$ cat src/rtl/issue_window_ctrl_pkg.sv
// rtl/issue_window_ctrl_pkg.sv - shared types and constants for the 3-wide issue window
package issue_window_ctrl_pkg;

    localparam int          ISSUE_WAYS  = 3;
    localparam int          ISSUE_DEPTH = 8;
    localparam logic [31:0] NOP         = 32'h0000_0013;

    typedef struct packed {
        logic [31:0] inst;
        logic [31:0] pc;
    } issue_entry_t;

    // Population count of a fetch mask; illegal masks still count their set bits.
    function automatic logic [1:0] popcount3(input logic [2:0] mask);
        return {1'b0, mask[0]} + {1'b0, mask[1]} + {1'b0, mask[2]};
    endfunction

endpackage

$ cat src/rtl/issue_window_ctrl_ram.sv
// rtl/issue_window_ctrl_ram.sv - circular entry storage, 3 write ports at tail+i, 3 comb reads at head+i
module issue_window_ctrl_ram
    import issue_window_ctrl_pkg::*;
#(
    parameter int  DEPTH = ISSUE_DEPTH,
    localparam int PTR_W = $clog2(DEPTH)
) (
    input  logic                             clock,
    input  logic         [ISSUE_WAYS-1:0]    wr_en,
    input  logic         [PTR_W-1:0]         wr_ptr,
    input  issue_entry_t [ISSUE_WAYS-1:0]    wr_data,
    input  logic         [PTR_W-1:0]         rd_ptr,
    output issue_entry_t [ISSUE_WAYS-1:0]    rd_data
);

    issue_entry_t mem_q [DEPTH];

    // Storage is deliberately not reset: contents are don't-care while the slot is invalid.
    always_ff @(posedge clock) begin
        for (int i = 0; i < ISSUE_WAYS; i++) begin
            if (wr_en[i]) begin
                mem_q[wr_ptr + PTR_W'(i)] <= wr_data[i];
            end
        end
    end

    always_comb begin
        for (int i = 0; i < ISSUE_WAYS; i++) begin
            rd_data[i] = mem_q[rd_ptr + PTR_W'(i)];
        end
    end

endmodule

$ cat src/rtl/issue_window_ctrl.sv
// rtl/issue_window_ctrl.sv - 3-wide in-order issue window between IF and ID with hazard rollback
module issue_window_ctrl
    import issue_window_ctrl_pkg::*;
#(
    parameter int DEPTH = ISSUE_DEPTH,
    parameter int CNT_W = $clog2(DEPTH) + 1
) (
    input  logic                  clock,
    input  logic                  reset_n,
    input  logic                  flush,
    input  logic [2:0]            if_valid,
    input  logic [2:0][31:0]      if_inst,
    input  logic [2:0][31:0]      if_pc,
    output logic                  if_ready,
    output logic [2:0]            id_valid,
    output logic [2:0][31:0]      id_inst,
    output logic [2:0][31:0]      id_pc,
    input  logic                  id_stall,
    input  logic [1:0]            rollback,
    output logic [CNT_W-1:0]      count,
    output logic [31:0]           rollback_cycles
);

    localparam int PTR_W = $clog2(DEPTH);

    logic [PTR_W-1:0] head_q, head_d;
    logic [PTR_W-1:0] tail_q, tail_d;
    logic [CNT_W-1:0] count_q, count_d;
    logic [31:0]      rbc_q, rbc_d;

    logic [1:0] presented, room, accepted, written;
    logic [ISSUE_WAYS-1:0]    wr_en;
    issue_entry_t [ISSUE_WAYS-1:0] wr_data;
    issue_entry_t [ISSUE_WAYS-1:0] rd_data;

    always_comb begin
        presented = (count_q >= CNT_W'(3)) ? 2'd3 : count_q[1:0];
        room      = 2'd3 - rollback;
        accepted  = id_stall ? 2'd0 : ((presented < room) ? presented : room);
        // Readiness comes from the registered count only, so a same-cycle accept never frees room.
        if_ready  = (count_q <= CNT_W'(DEPTH - 3));
        written   = (if_ready && !flush) ? popcount3(if_valid) : 2'd0;

        for (int i = 0; i < ISSUE_WAYS; i++) begin
            wr_en[i]        = (2'(i) < written);
            wr_data[i].inst = if_inst[i];
            wr_data[i].pc   = if_pc[i];
        end

        head_d  = head_q + PTR_W'(accepted);
        tail_d  = tail_q + PTR_W'(written);
        count_d = count_q - CNT_W'(accepted) + CNT_W'(written);
        rbc_d   = rbc_q;
        if ((rollback != 2'd0) && (count_q != '0) && !flush && !id_stall && (rbc_q != '1)) begin
            rbc_d = rbc_q + 32'd1;
        end
        if (flush) begin
            head_d  = '0;
            tail_d  = '0;
            count_d = '0;
        end
    end

    always_ff @(posedge clock or negedge reset_n) begin
        if (!reset_n) begin
            head_q  <= '0;
            tail_q  <= '0;
            count_q <= '0;
            rbc_q   <= '0;
        end else begin
            head_q  <= head_d;
            tail_q  <= tail_d;
            count_q <= count_d;
            rbc_q   <= rbc_d;
        end
    end

    issue_window_ctrl_ram #(.DEPTH(DEPTH)) u_ram (
        .clock   (clock),
        .wr_en   (wr_en),
        .wr_ptr  (tail_q),
        .wr_data (wr_data),
        .rd_ptr  (head_q),
        .rd_data (rd_data)
    );

    always_comb begin
        for (int i = 0; i < ISSUE_WAYS; i++) begin
            id_valid[i] = (count_q > CNT_W'(i));
            id_inst[i]  = id_valid[i] ? rd_data[i].inst : NOP;
            id_pc[i]    = id_valid[i] ? rd_data[i].pc   : 32'd0;
        end
    end

    assign count           = count_q;
    assign rollback_cycles = rbc_q;

    a_mask_contiguous: assert property (@(posedge clock) disable iff (!reset_n)
        (if_valid inside {3'b000, 3'b001, 3'b011, 3'b111}));
    a_no_rollback_on_stall: assert property (@(posedge clock) disable iff (!reset_n)
        !(id_stall && (rollback != 2'd0)));
    a_count_bound: assert property (@(posedge clock) disable iff (!reset_n)
        (count_q <= CNT_W'(DEPTH)));

endmodule

$ cat config.mk
export PLATFORM = sky130hd
export DESIGN_NAME = issue_window_ctrl
export DESIGN_NICKNAME = d
export VERILOG_FILES = /design/src/rtl/issue_window_ctrl_pkg.sv /design/src/rtl/issue_window_ctrl_ram.sv /design/src/rtl/issue_window_ctrl.sv
export SDC_FILE = /design/constraint.sdc
export NUM_CORES = 2
export LEC_CHECK = 0
export ABC_AREA = 1
export CAP_MARGIN = 25
export CELL_PAD_IN_SITES_DETAIL_PLACEMENT = 0
export CELL_PAD_IN_SITES_GLOBAL_PLACEMENT = 1
export CORE_MARGIN = 2
export CORE_UTILIZATION = 38
export DETAILED_ROUTE_END_ITERATION = 8
export GPL_ROUTABILITY_DRIVEN = 0
export PLACE_DENSITY = 0.77
export SETUP_SLACK_MARGIN = 0.15
export SKIP_LAST_GASP = 1
export SLEW_MARGIN = 10
export SYNTH_ARGS = -nofsm -noshare
export SYNTH_HDL_FRONTEND = slang
export SYNTH_HIERARCHICAL = 1
export SYNTH_SLANG_ARGS = --single-unit
$ cat constraint.sdc
create_clock -name clock -period 4.2 [get_ports clock]
set_clock_uncertainty 0.05 [all_clocks]
set_input_delay 0.63 -clock clock [delete_from_list [all_inputs] [get_ports clock]]
set_output_delay 0.63 -clock clock [all_outputs]
set_load 0.01 [all_outputs]
==> results.cfg <==
[global_route]
grt_pass1_wl_mm = 302
grt_overflow_total = 0
grtUsageTotal = 0.331
grt_antenna_before_repair = 8
first_global_vias = 46100
grt_max_degree = 179

[timing]
rsz0062_at_grt = true
setup_violations = 0
final_hold_viol_count = 0
maxSlewHeadroom = 0.296
fin_crit_ns = 3.99
finalSetupTns_ns = 0
worst_pin_slew_ns = 1.06
min_period_over_period = 0.950
fin_ws_ns = 0.209
maxSlewViolCount = 0
clock.fmax_ghz = 0.251

[floorplanning]
fp.dieW_microns = 347
fp-row-count = 125
core_sq_um = 117000
die-area_sq_um = 121000
initial_core_util = 0.384
die_h_microns = 347
ios = 433

[setup_path]
crit_type = register to output port
end_kind = output port
arrival_ns = 3.31
crit_required_ns = 3.52
cp_max_fo = 120
critPathLaunchType = register

[synth]
synth_warnings = 6
syn_nets = 7181
ys_async_sr_fraction = 0.0758
yosys.area_share.simple = 0.427
synth_cell_types = 31
muxShareOfSynthArea = 0
netlist_area_sq_um = 44700
synth_cells = 6961
synth_xor_area_frac = 0.00313
synth_top_family_by_area = simple AND/OR/NAND/NOR gates
synth.top_cells.by_area = edfxtp_1 34%, nand2_1 25%, nand4_1 9.0%, nand3_1 6.2%, inv_1 5.3%
synth_edf_count = 512
yosys.area_share.adder = 0.00615
synth.top_cell.area_share = 0.344
synth_compound_gate_area_share = 0.0803
synth_flop_cell = edfxtp_1
yosys_register_bits = 554
synth_seq_area_share = 0.367
yosysTopAreaCell = edfxtp_1
avgSynthCellArea_sq_um = 6.43

[clock_tree]
clk_latency_ns = 0.64
clk_root_buffer_cell = clkbuf_16
clk_transition_reported_paths_ns = 0.06
htreeDepth = 3
cts_tree = yes
cts_sinks = 554
clock_path_buffers = 3
cts_made_buffers = 72

[finish]
drive_gt1_frac = 0.0476
nNetsFinal = 7221
final_area_sq_um = 53000
fillers = 11800
syn_to_final_growth_pct = 18.6
final_cells = 8580

[route]
vias = 50300
drt_iter0_drc = 6358
drc_errors = 0
dr.pass1.iters = 6
routedWlPerCell_microns = 24.2
routed_wl_mm = 208
vias_per_cell = 5.87
route.antenna.remaining_nets = 0

[power_and_ir_drop]
power.density_nw_per_um2 = 624
irDropWorstVdd_v = 0.000628
p_leak_nw = 23.0

[min_path]
hp-class = input port to asynchronous set/reset pin

[job]
cap_violations = 0

[run_status]
status = complete, no violations

[place]
placed_area_sq_um = 50600
port_buffers = 432
place_inst = 8435
place_hpwl_mm = 124
pre_cts_slack_ns = 0.545
[cells in the mapped netlist, types with 7 or more instances]
cell type and count:
a21oi_1 131, buf_1 50, buf_2 300, buf_4 7, clkbuf_1 275, dfrtp_1 42, edfxtp_1 512, ha_1 14
inv_1 631, inv_2 15, nand2_1 2959, nand3_1 555, nand4_1 645, nor2_1 252, o211ai_1 128, o21ai_0 392
or2_2 9, xnor2_1 8, xor2_1 8
[critical path: stages, from the launching register on]
cell,delay (ns)
dfrtp_4,0.57
buf_12,0.18
buf_12,0.18
o21ai_0,0.43
nand2_1,0.13
nand4_1,0.13
inv_1,0.05
nor2_1,0.27
clkdlybuf4s50_1,0.61
[cell families (layout without fill, tap and decap cells)]
logic type | after synthesis | in the layout
AO/OA/AOI/OAI | 653 | 653
adder cells (fa/ha/maj) | 19 | 19
other | 0 | 3
buffers and inverters | 1280 | 1372
XOR/XNOR | 16 | 16
flip-flops | 554 | 554
AND/OR/NAND/NOR | 4439 | 4439
[cell type report]
cell class,instances,area [sq um],area share
multi-input cells,5127,23500,0.443
flip-flops and latches,554,16400,0.310
repair buffers,600,6580,0.124
inverters,646,2450,0.0463
clock buffers,95,1970,0.0372
well taps,1524,1910,0.0359
clock inverters,31,171,0.00323
diodes,3,7.51,0.000142
[registers in the layout, summed over array words and instances, names as in the netlist]
register         count
u_ram/mem_q        512
rollback_cycles     32
count                4
head_q               3
tail_q               3
[routing by layer]
metal / track usage / vias to the layer above / wire length [microns]
met5: 0 / - / 68
met4: 0.131 / 10 / 8710
met3: 0.0790 / 534 / 25900
met2: 0.507 / 3284 / 89900
met1: 0.448 / 23500 / 83000
li1: - / 23000 / -
[layout by cell type, fill, tap and decap left out, types with 4 or more instances in the layout]
master / instances
clkbuf_16: 77
nand2_2: 5
nand4_1: 645
buf_4: 87
xnor2_1: 7
nor2_2: 5
edfxtp_1: 512
clkinv_2: 14
o21ai_0: 392
buf_6: 4
xor2_1: 8
or2_2: 9
nor2_4: 7
dfrtp_1: 40
nand2_4: 5
nand3_1: 533
clkdlybuf4s50_1: 428
nand3_4: 22
buf_12: 70
nor2_1: 245
inv_1: 630
nand2_1: 2953
o211ai_1: 128
a21oi_1: 130
clkinv_1: 20
inv_2: 4
clkbuf_1: 18
fa_1: 5
ha_1: 12
[final timing paths]
kind	from	to	slack (ns)	cells past startpoint
max	head_q[0]	id_pc[94]	0.21	8
min	reset_n	rollback_cycles[27]	0.44	2
max reg2reg	tail_q[1]	u_ram/mem_q[2][49]	1.10	6
min reg2reg	rollback_cycles[18]	rollback_cycles[18]	0.53	2
max in group asynchronous	reset_n	head_q[0]	3.12	3
min in group clock	rollback_cycles[18]	rollback_cycles[18]	0.53	2
[stage by stage]
stage | power (mW) | utilization | hold WS [ns]
finish | 33.1 | 0.455 | 0.440
global route | 35.0 | 0.455 | 0.469
CTS | 32.8 | 0.454 | 0.426
detailed placement | 26.6 | 0.434 | 0.516
global placement | 26.5 | 0.434 | 0.511
floorplan | 17.9 | - | 0.284
[report_power, final]
part / total, mW / internal (mW) / switching, mW
Combinational: 20.0 / 7.02 / 13.0
Clock: 5.94 / 3.34 / 2.60
Sequential: 7.17 / 6.86 / 0.303
Total: 33.1 / 17.2 / 15.9
[what timing repair did]
item	4_1_cts	5_1_grt
hold buffers	1	0
endpoints found under the setup margin	124	81
gates resized for setup	5	17
pin swaps	1	1
hold endpoints to repair	19	0
cloned	0	2
setup buffers	9	4
Power figures use the tool's default switching activity.
